**src/rtl/hazard_scoreboard.sv**
```systemverilog
// rtl/hazard_scoreboard.sv - per-register latency scoreboard with forwarding selects and stall detection
//
// Purpose:
//   Issue-stage hazard unit. Every in-flight register write is tracked by a
//   countdown of the cycles left until it reaches the register file, so
//   producers of any latency up to MAX_LAT are covered. Each source operand
//   gets a forwarding select or causes a RAW stall. A write that would land
//   before an older pending write to the same register causes a WAW stall.
//   Stalled issue cycles are counted in a saturating counter.
//
// Ports:
//   clk_i          clock, rising edge
//   rst_i          synchronous active-high reset
//   issue_valid_i  instruction in ID requests issue
//   issue_ready_o  no hazard; issue accepted when valid && ready
//   src_en_i       per-operand "reads a register" flag
//   src_addr_i     packed source addresses, operand i at [i*REG_AW +: REG_AW]
//   dst_we_i       instruction writes a register
//   dst_addr_i     destination register
//   dst_lat_i      cycles until the result is in the register file
//   fwd_sel_o      per-operand select: 00 regfile, 01 EX/MEM, 10 MEM/WB
//   stall_cnt_o    saturating count of stalled issue cycles

module hazard_scoreboard #(
  parameter int REG_AW   = 5,
  parameter int NUM_SRC  = 2,
  parameter int MAX_LAT  = 4,
  parameter int STALL_CW = 16,
  localparam int CW      = $clog2(MAX_LAT + 1)
) (
  input  logic                      clk_i,
  input  logic                      rst_i,
  input  logic                      issue_valid_i,
  output logic                      issue_ready_o,
  input  logic [NUM_SRC-1:0]        src_en_i,
  input  logic [NUM_SRC*REG_AW-1:0] src_addr_i,
  input  logic                      dst_we_i,
  input  logic [REG_AW-1:0]         dst_addr_i,
  input  logic [CW-1:0]             dst_lat_i,
  output logic [2*NUM_SRC-1:0]      fwd_sel_o,
  output logic [STALL_CW-1:0]       stall_cnt_o
);

  localparam int            NUM_REG   = 1 << REG_AW;
  localparam logic [CW-1:0] MAX_LAT_C = CW'(MAX_LAT);

  localparam logic [1:0] FWD_RF  = 2'b00;
  localparam logic [1:0] FWD_EXM = 2'b01;
  localparam logic [1:0] FWD_MWB = 2'b10;

  // Remaining cycles until the pending write to each register lands; 0 = none.
  logic [CW-1:0]       cnt [NUM_REG];
  logic [STALL_CW-1:0] stall_cnt;

  logic [CW-1:0]     eff_lat;
  logic [CW-1:0]     dst_cnt;
  logic              raw_stall;
  logic              waw_stall;
  logic              set_en;
  logic [NUM_SRC-1:0] src_raw;

  logic [REG_AW-1:0] src_addr [NUM_SRC];
  logic [CW-1:0]     src_cnt  [NUM_SRC];

  // Latencies beyond the deepest producer are clamped rather than rejected.
  always_comb begin
    eff_lat = dst_lat_i;
    if (dst_lat_i > MAX_LAT_C) begin
      eff_lat = MAX_LAT_C;
    end
  end

  assign dst_cnt = cnt[dst_addr_i];

  genvar gi;
  generate
    for (gi = 0; gi < NUM_SRC; gi++) begin : g_src
      assign src_addr[gi] = src_addr_i[gi*REG_AW +: REG_AW];
      assign src_cnt[gi]  = cnt[src_addr[gi]];

      // Count 1 means the value is leaving MEM/WB this cycle, count 2 means
      // it is in EX/MEM; anything older has not been produced yet.
      always_comb begin
        fwd_sel_o[2*gi +: 2] = FWD_RF;
        src_raw[gi]          = 1'b0;
        if (src_en_i[gi] && (src_addr[gi] != '0)) begin
          if (32'(src_cnt[gi]) == 32'd1) begin
            fwd_sel_o[2*gi +: 2] = FWD_MWB;
          end else if (32'(src_cnt[gi]) == 32'd2) begin
            fwd_sel_o[2*gi +: 2] = FWD_EXM;
          end else if (32'(src_cnt[gi]) >= 32'd3) begin
            src_raw[gi] = 1'b1;
          end
        end
      end
    end
  endgenerate

  assign raw_stall = |src_raw;

  // An older write still further out than this one would overwrite the
  // newer result, so hold issue until it has caught up.
  assign waw_stall = dst_we_i && (dst_addr_i != '0) && (dst_cnt > eff_lat);

  assign issue_ready_o = !(raw_stall || waw_stall);

  assign set_en = issue_valid_i && issue_ready_o && dst_we_i &&
                  (dst_addr_i != '0) && (eff_lat != '0);

  always_ff @(posedge clk_i) begin
    if (rst_i) begin
      for (int r = 0; r < NUM_REG; r++) begin
        cnt[r] <= '0;
      end
      stall_cnt <= '0;
    end else begin
      // Register 0 is never written, so its entry stays at zero.
      cnt[0] <= '0;
      for (int r = 1; r < NUM_REG; r++) begin
        if (set_en && (dst_addr_i == REG_AW'(r))) begin
          cnt[r] <= eff_lat;
        end else if (cnt[r] != '0) begin
          cnt[r] <= cnt[r] - 1'b1;
        end
      end
      if (issue_valid_i && !issue_ready_o && (stall_cnt != '1)) begin
        stall_cnt <= stall_cnt + 1'b1;
      end
    end
  end

  assign stall_cnt_o = stall_cnt;

endmodule
```
**config.mk**
```make
export PLATFORM = sky130hd
export DESIGN_NAME = hazard_scoreboard
export DESIGN_NICKNAME = d
export VERILOG_FILES = /design/src/rtl/hazard_scoreboard.sv
export SDC_FILE = /design/constraint.sdc
export NUM_CORES = 1
export LEC_CHECK = 0
export ABC_CLOCK_PERIOD_IN_PS = 13470
export CAP_MARGIN = 15
export CORE_AREA = 2 2 178 180
export CTS_CLUSTER_SIZE = 25
export DETAILED_ROUTE_END_ITERATION = 10
export DIE_AREA = 0 0 180 182
export SYNTH_ARGS = -nofsm -noshare
export SYNTH_HDL_FRONTEND = slang
export SYNTH_SLANG_ARGS = --single-unit
```
**constraint.sdc**
```tcl
create_clock -name clk_i -period 13.47 [get_ports clk_i]
set_input_delay 2.0205 -clock clk_i [delete_from_list [all_inputs] [get_ports clk_i]]
set_output_delay 2.0205 -clock clk_i [all_outputs]
set_load 0.05 [all_outputs]
```
After elaboration in Yosys (flattened, before gate mapping)

Memories as Yosys holds them, arrays and structs flattened.
Index checks and enable logic that the tools add are counted.

Flip-flop bits (word level): 16
Memory bits (writable): 96
Word-level logic and storage cells: 514
Memories: 1

Memories:

| memory | words | bits a word | rd ports | clocked after memory_dff | wr ports | line | source |
|---|---|---|---|---|---|---|---|
| cnt    | 32    | 3           | 34       | 0                        | 32       | 52   | `logic [CW-1:0] cnt [NUM_REG];` |

$add $sub $neg: 32
$lt $le $gt $ge: 4
Equality and inequality tests: 36
Multiplexer cells: 298
Bitwise operators: 63
Reduce and logical (&&, ||, !) cells: 79

Operators with widths:

| cell                    | count |
|---|---|
| $mux W1                 | 230 |
| $mux W3                 | 64 |
| $reduce_bool A3 Y1      | 32 |
| $sub A3 B1 Y3 const B   | 31 |
| $eq A5 B5 Y1 const B    | 16 |
| $or A1 B1 Y1            | 63 |
| $logic_and A1 B1 Y1     | 41 |
| $eq A5 B4 Y1 const B    | 8 |
| $eq A5 B3 Y1 const B    | 4 |
| $add A16 B1 Y16 const B | 1 |
| $ne A16 B16 Y1 const B  | 1 |
| $reduce_bool A5 Y1      | 3 |
| $eq A5 B2 Y1 const B    | 2 |
| $mux W2                 | 4 |
| $eq A3 B1 Y1 const B    | 2 |
| $eq A3 B2 Y1 const B    | 2 |
| $ge A3 B2 Y1 const B    | 2 |
| $eq A5 B1 Y1 const B    | 1 |
| $gt A3 B3 Y1            | 1 |
| $gt A3 B3 Y1 const B    | 1 |
| $reduce_or A2 Y1        | 1 |
| $logic_not A1 Y1        | 1 |
| $logic_or A1 B1 Y1      | 1 |

Longest topological paths before layout

Gate-level depths: netlist of the first run.
An unclocked memory read counts as a cell.

Depth in word-level cells: 19
Mapped depth: 19
Gate-level depth less buffers: 16

Worst setup path after synthesis of the first run

Ideal clock, no wire load.

Path type: input to output
Start: input port dst_addr_i[0]
End: output port issue_ready_o
Arrival time: 5,824 ps
Slack: 5,626 ps
Stages on the path: 16
Path through: buf_1 clkbuf_1 clkbuf_1 mux4_2 mux4_2 inv_1 a21oi_1 ha_1 nor2b_1 o21ai_0 a21oi_1 a311oi_2 o21ai_2 inv_2 buf_2 buf_2

Word-level cells in the longest chain between the ends: 5

Ends and longest elaborated chain:

| item                                                        | line | source |
|---|---|---|
| start, declared                                             | 38   | `input logic [REG_AW-1:0] dst_addr_i,` |
| $mem_v2 Z32 W3 / $reduce_bool A5 Y1 (equally long branches) | n/a  |  |
| $gt A3 B3 Y1 / $logic_and A1 B1 Y1 (equally long branches)  | 103  | `assign waw_stall = dst_we_i && (dst_addr_i != '0) && (dst_cnt > eff_lat);` |
| $logic_and A1 B1 Y1 (*)                                     | 103  |  |
| $logic_or A1 B1 Y1 (*)                                      | 105  | `assign issue_ready_o = !(raw_stall \|\| waw_stall);` |
| $logic_not A1 Y1 (*)                                        | 105  |  |
| end, declared                                               | 34   | `output logic issue_ready_o,` |

Mark *: on every way between the ends. The rest lies on a longest branch, timed or not.

Worst setup path after layout of the first run

Start: input port dst_addr_i[3]
End: output port issue_ready_o

Same word-level chain as after synthesis.

==> results.tsv, run 1 <==
stage	metric	value	unit
die	IO Count	45	
setup_path	Critical Path Sink Type	output port	
drt	Routed Antenna Nets	0	
place	gpl congestion	0.9489	
global_routing	initial antenna violation count	0	
sta	max-slew violations	0	
drt	Initial DRC Count	998	
layout	P&R area growth vs syn	10.00	%
logic_synthesis	Synth Register Bits	109	
power	Comb pwr share	0.487	
layout	Nets	1098	
sta	fin crit share	0.6955	
sta	Fmax	106.7	MHz
die	Starting Density	0.3331	
sta	worst clock skew	0.01181	ns
power	P_sw	0.0008602	W
logic_synthesis	Mapped Cells	1009	
power	register share of total power	0.370	
clock_network	CTS H-tree depth	3	
clock_network	Worst-Skew Late Latency	0.36	ns
sta	RSZ-0062 raised after global routing	false	
power	switching share of power	0.4128	
logic_synthesis	Post-synth EDFFs	93	
setup_path	worst path arrival time	7.35	ns
sta	min Tclk post-route	9.368	ns
logic_synthesis	syn nets	1099	
clock_network	CTS Buf Count	9	
sta	Slew HR	0.2857	
logic_synthesis	Mean Syn Cell Area	10.23	um^2
sta	pin slew with the least headroom to its limit	1.068	ns
clock_network	CTS resizes	0	
logic_synthesis	top_reg_cell synth	edfxtp_1	
outcome	outcome	complete, no violations	
die	Core Area	0.03099	mm^2
layout	Ant. Diodes	0	
setup_path	WS Path Type	in -> out	
global_routing	first-pass GRT wire length	48030	um
logic_synthesis	Ys Warns	0	
sta	# setup viols final	0	
setup_path	worst-path fanout max	51	
power	Internal Pwr Total	0.001224	W
drt	WL per Instance	21.91	um
power	static leakage	4.323	nW
drt	via/cell ratio	5.929	
power	Cell Pwr Density	183.5	mW/mm^2
logic_synthesis	Post-synth ARST share	0	
clock_network	Post-CTS Hold Buffers	0	
logic_synthesis	Yosys cell types	79	
flow_run	max cap viols	0	
layout	filler instances	3103	
global_routing	vias in the first global route	8157	
sta	setup TNS	0	ns
logic_synthesis	Seq/Total Area, Yosys	0.3016	
drt	routed vias	8390	
setup_path	worst path required time	11.45	ns
clock_network	Worst-path clk slew	0.08	ns
place	hpwl dp	22990	um
clock_network	CTS Buffer Depth	2	
logic_synthesis	Mapped Area	0.01032	mm^2
sta	Fin. Hold Viols	0	
global_routing	GRT Overall Usage	0.1889	
power	Max IR drop VDD	0.00006796	V
die	area of the die	0.03276	mm^2
layout	share of cells above drive strength 1	0.1836	
power	clock share of power	0.143	
setup_path	Worst setup SP type	primary input	
hold_path	Hold/Removal Path Class	reg -> reg	
global_routing	largest net degree at the start of global routing	69	
clock_network	CTS tree	yes	
sta	Min Hold Slack	0.5089	ns
die	FP Rows	65	
die	die height	182	um
drt	number of remaining DRC errors	0	
clock_network	postcts setup bufs	0	
die	Die Wd	180	um
drt	1st-pass router iterations	5	
global_routing	gr ovfl total	0	
clock_network	clk root buf	clkbuf_16	
place	Port Buffers	44	
drt	Routed WL	31000	um
clock_network	Sinks on Clock Net	109	
==> path summary, 6_finish.rpt <==
path / startpoint / to / slack [ns] / cells after the start
min reg2reg: stall_cnt_o[5]$_SDFFE_PP0P_ / stall_cnt_o[5]$_SDFFE_PP0P_ / 0.51 / 2
max: dst_addr_i[3] / issue_ready_o / 4.10 / 14
max reg2reg: cnt[7][1]$_SDFFCE_PN0P_ / cnt[30][2]$_SDFFCE_PP0P_ / 8.29 / 14
min: stall_cnt_o[5]$_SDFFE_PP0P_ / stall_cnt_o[5]$_SDFFE_PP0P_ / 0.51 / 2
==> critical path: stages <==
cell and delay (ns):
clkdlybuf4s50_1 1.01, nand2_1 0.41, nor2_1 0.55, a211oi_1 0.15
a21oi_1 0.17, ha_1 0.26, nor2b_1 0.13, o21ai_0 0.16
a21oi_1 0.18, a311oi_2 0.29, o21ai_4 0.08, buf_4 0.29
inv_2 0.66, clkdlybuf4s50_1 0.95
==> layout by cell type (no fill, tap or decap), types with 3 or more instances in the layout <==
| cell | synthesis | final |
|---|---|---|
| mux2_2 | 64 | 64 |
| o21ai_0 | 15 | 15 |
| dfxtp_1 | 16 | 16 |
| and3_1 | 7 | 7 |
| o41ai_1 | 3 | 3 |
| mux4_2 | 58 | 58 |
| nor4_1 | 8 | 8 |
| or2_2 | 3 | 3 |
| a22oi_1 | 4 | 4 |
| a31oi_1 | 4 | 4 |
| edfxtp_1 | 93 | 93 |
| nor2b_1 | 36 | 36 |
| clkdlybuf4s50_1 | 0 | 41 |
| nand4_1 | 25 | 25 |
| nand3_1 | 40 | 40 |
| o41ai_4 | 6 | 6 |
| nand2b_1 | 13 | 13 |
| xnor2_1 | 7 | 7 |
| a32o_1 | 4 | 4 |
| ha_1 | 66 | 66 |
| mux2_4 | 6 | 6 |
| a311o_1 | 3 | 3 |
| and2_1 | 4 | 4 |
| nor3b_1 | 3 | 3 |
| clkbuf_16 | 0 | 9 |
| inv_1 | 85 | 85 |
| o211ai_1 | 6 | 6 |
| o22ai_1 | 4 | 4 |
| nor3_1 | 50 | 50 |
| a21oi_1 | 25 | 25 |
| o2111ai_1 | 5 | 5 |
| nor2_1 | 76 | 75 |
| buf_4 | 5 | 13 |
| or3_1 | 15 | 15 |
| mux2i_1 | 65 | 65 |
| a211oi_1 | 6 | 6 |
| o31ai_1 | 6 | 6 |
| nand2_1 | 55 | 55 |
| and4_1 | 4 | 4 |
==> cell type report <==
class | instances | area [um^2] | share of cell area
sequential | 109 | 3113 | 0.2742
inverter | 87 | 326.6 | 0.02876
multi-input combinational | 745 | 6571 | 0.5788
clock buffer | 9 | 225.2 | 0.01984
tap | 402 | 503.0 | 0.04430
clock inverter | 7 | 96.34 | 0.008486
timing repair buffer | 56 | 518.0 | 0.04562
==> through the flow <==
stage	instance area, um^2	util	power, W	std cells	setup slack (ns)
after CTS	11350	0.3664	0.002079	1415	4.187
after global placement	11030	0.3560	0.001746	1399	4.348
after floorplan	10320	-	0.001489	1009	5.626
after detailed placement	11030	0.3560	0.001773	1399	4.215
final	11350	0.3664	0.002084	1415	4.102
after global routing	11350	0.3664	0.002231	1415	3.813
==> logic make-up (layout without fill, tap and decap cells) <==
group           count (synthesis)  in the layout  share of synthesized area
compound gates                126            126                     0.1029
xor+xnor                        7              7                   0.005940
fa+ha+maj                      66             66                    0.08001
buf+inv                       155            159                    0.06267
flops                         109            109                     0.3016
mux                           193            193                     0.2682
simple gates                  353            353                     0.1787
==> registers in the layout (all words and copies together) (netlist names) <==
register     flops
stall_cnt_o     16
cnt             93
==> metal layers <==
layer  vias to the layer above  global-route usage  routed length, um  part of all wire
met5                         -                   0                  0                 0
met4                         0             0.06797                914             0.029
met3                        57             0.03831               2618             0.084
met2                       394              0.3015              14220              0.46
met1                      4129              0.2539              13250              0.43
li1                       3810                   -                  -                 -
==> power by group through the flow <==
| stage | Clock, W | Combinational [W] | Sequential, W |
|---|---|---|---|
| 2_1_floorplan | 0 | 0.000821 | 0.000667 |
| 3_5_place_dp | 0 | 0.00100 | 0.000772 |
| 3_3_place_gp | 0 | 0.000974 | 0.000773 |
| 6_report | 0.000298 | 0.00101 | 0.000771 |
| 5_1_grt | 0.000315 | 0.00113 | 0.000786 |
| 4_1_cts | 0.000306 | 0.00101 | 0.000764 |
==> synthesized netlist by cell type (25+ instances only) <==
library cell,n,share of area
a21oi_1,25,0.012
clkbuf_1,37,0.013
edfxtp_1,93,0.27
ha_1,66,0.080
inv_1,85,0.031
mux2_2,64,0.070
mux2i_1,65,0.063
mux4_2,58,0.13
nand2_1,55,0.020
nand3_1,40,0.019
nand4_1,25,0.015
nor2_1,76,0.028
nor2b_1,36,0.022
nor3_1,50,0.024
Power figures use the tool's default switching activity.
==> run 2, diff against run 1 <==
--- a/config.mk
+++ b/config.mk
@@ -5,7 +5,7 @@
 export SDC_FILE = /design/constraint.sdc
 export NUM_CORES = 1
 export LEC_CHECK = 0
-export ABC_CLOCK_PERIOD_IN_PS = 13470
+export ABC_CLOCK_PERIOD_IN_PS = 9200
 export CAP_MARGIN = 15
 export CORE_AREA = 2 2 178 180
 export CTS_CLUSTER_SIZE = 25
==> constraint.sdc (replaced) <==
create_clock -name clk_i -period 9.2 [get_ports clk_i]
set_input_delay 1.38 -clock clk_i [delete_from_list [all_inputs] [get_ports clk_i]]
set_output_delay 1.38 -clock clk_i [all_outputs]
set_load 0.05 [all_outputs]
==> run 2 against run 1 <==
Net effect:
- clock power up 27%
- count of clock-buffer cells in the layout rose by 1
- total power increased by 45%
- design area down 0.41%
- non-clock buffer count up 1
- routed wire length is 2.4% higher
- combinational power up 50%
- clock skew increased by 0.0064 ns
- cell count about the same
- worst setup slack worse by 2.2 ns
- critical path type unchanged
- largest cell class unchanged
- highest routed layer unchanged
==> results.tsv, run 2 (synthesis results as in run 1) <==
stage	metric	value	unit	change
sta	Fmax	137.8	MHz	
global_routing	GRT Overall Usage	0.1930		was 0.1889
sta	# setup viols final	0		unchanged
place	Placed Area	0.01103	mm^2	unchanged
clock_network	Worst-path clk slew	0.07	ns	was 0.08 ns
setup_path	worst path required time	7.82	ns	was 11.45 ns
place	hpwl dp	23210	um	was 22990 um
die	IO Count	45		unchanged
sta	pin slew with the least headroom to its limit	1.053	ns	was 1.068 ns
setup_path	Critical Path Sink Type	output port		unchanged
power	static leakage	4.308	nW	was 4.323 nW
hold_path	Hold/Removal Path Class	reg -> reg		unchanged
layout	share of cells above drive strength 1	0.1834		was 0.1836
sta	worst clock skew	0.01822	ns	was 0.01181 ns
clock_network	postcts setup bufs	0		unchanged
flow_run	max cap viols	0		unchanged
layout	P&R area growth vs syn	9.553	%	was 10.00%
clock_network	clk root buf	clkbuf_16		unchanged
setup_path	Buf/Inv on CP	5		was 4
clock_network	CTS tree	yes		unchanged
drt	1st-pass router iterations	7		was 5
place	placed cells	1399		unchanged
setup_path	WS Path Type	in -> out		unchanged
global_routing	first-pass GRT wire length	48940	um	was 48030 um
layout	post-route insts no fill	1416		was 1415
place	Port Buffers	44		unchanged
setup_path	worst-path fanout max	33		was 51
die	Starting Density	0.3331		unchanged
power	Max IR drop VDD	0.0001120	V	was 0.00006796 V
clock_network	Post-CTS Hold Buffers	0		unchanged
setup_path	Crit path max-delay family	buffers and inverters		unchanged
sta	setup TNS	0	ns	unchanged
sta	fin crit share	0.7888		
clock_network	Worst-Skew Late Latency	0.37	ns	was 0.36 ns
setup_path	Worst setup SP type	primary input		unchanged
drt	Routed WL	31750	um	was 31000 um
sta	min Tclk post-route	7.257	ns	
layout	Reg with most FFs	cnt		unchanged
die	die height	182	um	unchanged
setup_path	Crit path largest cell delay	0.80	ns	was 1.01 ns
clock_network	CTS Buf Count	9		unchanged
layout	commonest non-fill, non-tap cell in the layout	edfxtp_1		unchanged
drt	WL per Instance	22.42	um	was 21.91 um
die	Core Area	0.03099	mm^2	unchanged
layout	Ant. Diodes	0		unchanged
die	area of the die	0.03276	mm^2	unchanged
layout	commonest non-fill, non-tap cells in the layout	edfxtp_1 (93), inv_1 (85), nor2_1 (75), ha_1 (66), mux2i_1 (65)		unchanged
global_routing	initial antenna violation count	0		unchanged
sta	max-slew violations	0		unchanged
drt	Initial DRC Count	883		was 998
die	FP Rows	65		unchanged
layout	Nets	1099		was 1098
drt	number of remaining DRC errors	0		unchanged
setup_path	CP max stage cell	clkdlybuf4s50_1		unchanged
global_routing	largest net degree at the start of global routing	63		was 69
drt	Routed Antenna Nets	0		unchanged
global_routing	gr ovfl total	0		unchanged
layout	filler instances	3063		was 3103
global_routing	vias in the first global route	8223		was 8157
clock_network	Sinks on Clock Net	109		unchanged
sta	RSZ-0062 raised after global routing	false		unchanged
power	Cell Pwr Density	266.4	mW/mm^2	was 183.5 mW/mm^2
outcome	outcome	complete, no violations		unchanged
place	gpl congestion	0.9443		was 0.9489
clock_network	CTS resizes	0		unchanged
clock_network	CTS Buffer Depth	2		unchanged
drt	routed vias	8513		was 8390
drt	via/cell ratio	6.012		was 5.929
setup_path	CP Cell Sequence	clkdlybuf4s50_1 -> buf_4 -> nor2b_1 -> inv_1 -> o21ai_0 -> mux4_2 -> a211oi_1 -> a21oi_1 -> ha_1 -> nor2b_1 -> o21ai_0 -> a21oi_1 -> a311oi_2 -> o21ai_4 -> inv_2 -> clkdlybuf4s50_1		was clkdlybuf4s50_1 -> nand2_1 -> nor2_1 -> a211oi_1 -> a21oi_1 -> ha_1 -> nor2b_1 -> o21ai_0 -> a21oi_1 -> a311oi_2 -> o21ai_4 -> buf_4 -> inv_2 -> clkdlybuf4s50_1
die	Die Wd	180	um	unchanged
layout	Final Cell Area	0.01131	mm^2	was 0.01135 mm^2
setup_path	worst path arrival time	5.88	ns	was 7.35 ns
sta	Slew HR	0.2961		was 0.2857
clock_network	CTS H-tree depth	3		unchanged
sta	Fin. Hold Viols	0		unchanged
layout	max reg flops	93		unchanged
## run 2: worst min-delay path, stage by stage, from the launching register on
cell and delay [ns]:
dfxtp_1 0.33, o21ai_0 0.07, a21oi_1 0.06
## run 2: area by class of cell
| class | count | area (um^2) | area share |
|---|---|---|---|
| multi-input combinational | 745 | 6571 | 0.5812 |
| sequential | 109 | 3113 | 0.2753 |
| timing repair buffer | 57 | 525.5 | 0.04648 |
| tap | 402 | 503.0 | 0.04448 |
| inverter | 87 | 326.6 | 0.02888 |
| clock buffer | 10 | 229.0 | 0.02025 |
| clock inverter | 6 | 38.79 | 0.003430 |
## run 2: per-stage QoR
step | hold slack, ns | power (W) | worst slack (ns) | utilization
floorplan | 0.6031 | 0.002179 | 2.637 | -
global placement | 0.4900 | 0.002566 | 2.183 | 0.3560
detailed placement | 0.4912 | 0.002607 | 2.111 | 0.3560
CTS | 0.5074 | 0.002993 | 2.077 | 0.3647
global route | 0.5670 | 0.003208 | 1.659 | 0.3649
finish | 0.5101 | 0.003012 | 1.943 | 0.3649
## run 2: power by group
part	total (W)	internal, W	switching, W	leakage, nW
logic	0.00151	0.000730	0.000779	3.01
registers	0.00112	0.000825	0.000300	1.16
clock network	0.000379	0.000185	0.000194	0.137
## run 2: final timing paths
path                                                  start                     endpoint  slack [ns]  cells after the start
worst max-delay path                          dst_addr_i[1]                issue_ready_o        1.94                     16
worst min-delay path            stall_cnt_o[5]$_SDFFE_PP0P_  stall_cnt_o[5]$_SDFFE_PP0P_        0.51                      2
worst max register to register      cnt[5][1]$_SDFFCE_PN0P_     cnt[18][2]$_SDFFCE_PP0P_        4.31                     14
worst min register to register  stall_cnt_o[5]$_SDFFE_PP0P_  stall_cnt_o[5]$_SDFFE_PP0P_        0.51                      2
## run 2: per-layer routing
metal  vias to the layer above  GRT usage  share of wire
li1                       3811          -              -
met3                        63    0.03209          0.087
met4                         0    0.06114          0.027
met5                         -          0              0
met1                      4212     0.2620           0.42
met2                       427     0.3142           0.46
==> run 3, diff against run 2 <==
--- a/config.mk
+++ b/config.mk
@@ -5,7 +5,7 @@
 export SDC_FILE = /design/constraint.sdc
 export NUM_CORES = 1
 export LEC_CHECK = 0
-export ABC_CLOCK_PERIOD_IN_PS = 9200
+export ABC_CLOCK_PERIOD_IN_PS = 6900
 export CAP_MARGIN = 15
 export CORE_AREA = 2 2 178 180
 export CTS_CLUSTER_SIZE = 25
==> constraint.sdc (replaced) <==
create_clock -name clk_i -period 6.9 [get_ports clk_i]
set_input_delay 1.035 -clock clk_i [delete_from_list [all_inputs] [get_ports clk_i]]
set_output_delay 1.035 -clock clk_i [all_outputs]
set_load 0.05 [all_outputs]
==> run 3 against run 2 <==
Net effect:
- sequential power rose by 34%
- via count rose by 0.51%
- clock skew is 0.0059 ns lower
- count of clock-buffer cells in the layout decreased by 1
- cell count increased by 0.78%
- worst setup slack worse by 1.3 ns
- combinational power grew 34%
- critical path depth shrank 1
- core utilization is 0.44 points higher
==> results.tsv, run 3 (synthesis results as in run 1) <==
stage	metric	value	unit	change
setup_path	Critical Path Sink Type	output port		unchanged
setup_path	CP Cell Sequence	clkdlybuf4s50_1 -> buf_4 -> mux2i_1 -> o22ai_1 -> mux4_2 -> a211oi_1 -> a21oi_1 -> ha_1 -> nor2b_1 -> o21ai_0 -> a21oi_1 -> a311oi_2 -> o21ai_4 -> inv_2 -> buf_12		was clkdlybuf4s50_1 -> buf_4 -> nor2b_1 -> inv_1 -> o21ai_0 -> mux4_2 -> a211oi_1 -> a21oi_1 -> ha_1 -> nor2b_1 -> o21ai_0 -> a21oi_1 -> a311oi_2 -> o21ai_4 -> inv_2 -> clkdlybuf4s50_1
die	area of the die	0.03276	mm^2	unchanged
layout	commonest non-fill, non-tap cells in the layout	edfxtp_1 (93), inv_1 (85), nor2_1 (75), ha_1 (66), mux2i_1 (65)		unchanged
setup_path	CP max stage cell	clkdlybuf4s50_1		unchanged
setup_path	worst path required time	5.86	ns	was 7.82 ns
sta	fin crit share	0.9073		
sta	max-slew violations	0		unchanged
power	register share of total power	0.369		was 0.373
die	IO Count	45		unchanged
global_routing	GRT Overall Usage	0.1947		was 0.1930
sta	min Tclk post-route	6.261	ns	
setup_path	WS Path Type	in -> out		unchanged
sta	Fin. Hold Viols	0		unchanged
setup_path	Crit path max-delay family	buffers and inverters		unchanged
power	switching share of power	0.4182		was 0.4226
clock_network	Sinks on Clock Net	109		unchanged
clock_network	CTS resizes	0		unchanged
sta	setup TNS	0	ns	unchanged
die	Starting Density	0.3331		unchanged
global_routing	vias in the first global route	8275		was 8223
layout	commonest non-fill, non-tap cell in the layout	edfxtp_1		unchanged
sta	pin slew with the least headroom to its limit	1.049	ns	was 1.053 ns
clock_network	CTS Buf Count	9		unchanged
setup_path	Buf/Inv on CP	4		was 5
layout	Nets	1109		was 1099
drt	Routed WL	31910	um	was 31750 um
die	FP Rows	65		unchanged
power	static leakage	4.377	nW	was 4.308 nW
setup_path	worst-path fanout max	32		was 33
place	placed cells	1410		was 1399
clock_network	CTS tree	yes		unchanged
drt	via/cell ratio	5.996		was 6.012
setup_path	R2R Setup Slk	2.08	ns	was 4.31 ns
drt	Initial DRC Count	836		was 883
clock_network	Worst-Skew Late Latency	0.36	ns	was 0.37 ns
sta	worst clock skew	0.01232	ns	was 0.01822 ns
sta	Min Hold Slack	0.5107	ns	was 0.5101 ns
layout	Reg with most FFs	cnt		unchanged
power	P_sw	0.001699	W	was 0.001273 W
global_routing	largest net degree at the start of global routing	74		was 63
clock_network	CTS H-tree depth	3		unchanged
layout	P&R area growth vs syn	10.86	%	was 9.553%
setup_path	cell with the most instances on the worst path	a21oi_1		
outcome	outcome	complete, no violations		unchanged
setup_path	worst path arrival time	5.23	ns	was 5.88 ns
clock_network	clk root buf	clkbuf_16		unchanged
power	clock share of power	0.133		was 0.126
setup_path	Worst setup SP type	primary input		unchanged
sta	# setup viols final	0		unchanged
flow_run	max cap viols	0		unchanged
global_routing	gr ovfl total	0		unchanged
drt	number of remaining DRC errors	0		unchanged
power	Comb pwr share	0.498		was 0.501
layout	share of cells above drive strength 1	0.1934		was 0.1834
drt	1st-pass router iterations	5		was 7
sta	Fmax	159.7	MHz	
clock_network	CTS Buffer Depth	2		unchanged
drt	routed vias	8556		was 8513
die	die height	182	um	unchanged
die	Core Area	0.03099	mm^2	unchanged
global_routing	initial antenna violation count	0		unchanged
clock_network	Worst-path clk slew	0.07	ns	about the same
global_routing	first-pass GRT wire length	49550	um	was 48940 um
power	Cell Pwr Density	355.1	mW/mm^2	was 266.4 mW/mm^2
place	gpl congestion	0.9138		was 0.9443
layout	post-route insts no fill	1427		was 1416
sta	RSZ-0062 raised after global routing	false		unchanged
layout	max reg flops	93		unchanged
layout	Layout Utilization	0.3693		was 0.3649
clock_network	postcts setup bufs	0		unchanged
drt	WL per Instance	22.36	um	was 22.42 um
clock_network	Post-CTS Hold Buffers	0		unchanged
setup_path	Crit path largest cell delay	0.87	ns	was 0.80 ns
place	Port Buffers	44		unchanged
die	Die Wd	180	um	unchanged
hold_path	Hold/Removal Path Class	reg -> reg		unchanged
power	Max IR drop VDD	0.0001221	V	was 0.0001120 V
power	Internal Pwr Total	0.002364	W	was 0.001739 W
sta	Slew HR	0.2986		was 0.2961
drt	Routed Antenna Nets	0		unchanged
place	hpwl dp	24010	um	was 23210 um
-- run 3: cell count changes in the layout (fill, tap and decap cells not counted), sizes merged --
| cell | change |
|---|---|
| buf | +11 |
| bufinv | +1 |
| inv | -1 |
| clkdlybuf4s50 | -1 |
| clkbuf | -1 |
| diode | +1 |
| clkinvlp | +1 |
-- run 3: final timing paths --
kind | end | cells past startpoint | startpoint
min | stall_cnt_o[5]$_SDFFE_PP0P_ | 2 | stall_cnt_o[5]$_SDFFE_PP0P_
min reg2reg | stall_cnt_o[5]$_SDFFE_PP0P_ | 2 | stall_cnt_o[5]$_SDFFE_PP0P_
max reg2reg | cnt[2][2]$_SDFFCE_PN0P_ | 14 | cnt[4][1]$_SDFFCE_PN0P_
max | issue_ready_o | 15 | dst_addr_i[1]
-- run 3: final cells by class --
cell class	instances	area, um^2
Multi-Input combinational cell	745	6571
Antenna cell	1	2.502
Sequential cell	109	3113
Timing Repair Buffer	67	626.9
Fill cell	3029	19540
Clock buffer	9	225.2
Inverter	87	326.6
Clock inverter	7	73.82
Tap cell	402	503.0
-- run 3: per-stage QoR --
stage | power (W) | area [um^2] | setup slack (ns)
3_5_place_dp | 0.003490 | 11140 | 0.6889
4_1_cts | 0.004048 | 11440 | 0.7042
2_1_floorplan | 0.002906 | 10320 | 1.027
5_1_grt | 0.004330 | 11440 | 0.4518
3_3_place_gp | 0.003445 | 11130 | 0.8298
6_report | 0.004064 | 11440 | 0.6393
-- run 3: power by group through the flow --
stage          Sequential [W]  Clock [W]  Combinational (W)
2_1_floorplan         0.00130          0            0.00160
5_1_grt               0.00153   0.000577            0.00223
4_1_cts               0.00148   0.000558            0.00201
6_report              0.00150   0.000540            0.00203
3_5_place_dp          0.00150          0            0.00199
3_3_place_gp          0.00150          0            0.00194
-- run 3: metal layers --
metal	vias up	routed length [um]	global-route usage
li1	3842	-	-
met1	4170	13270	0.2607
met2	472	14650	0.3070
met3	72	2865	0.04392
met4	0	1115	0.07382
met5	-	0	0
-- run 3: worst min-delay path, cell delays in order (launching register included) --
cell	delay (ns)
dfxtp_1	0.33
o21ai_0	0.07
a21oi_1	0.06
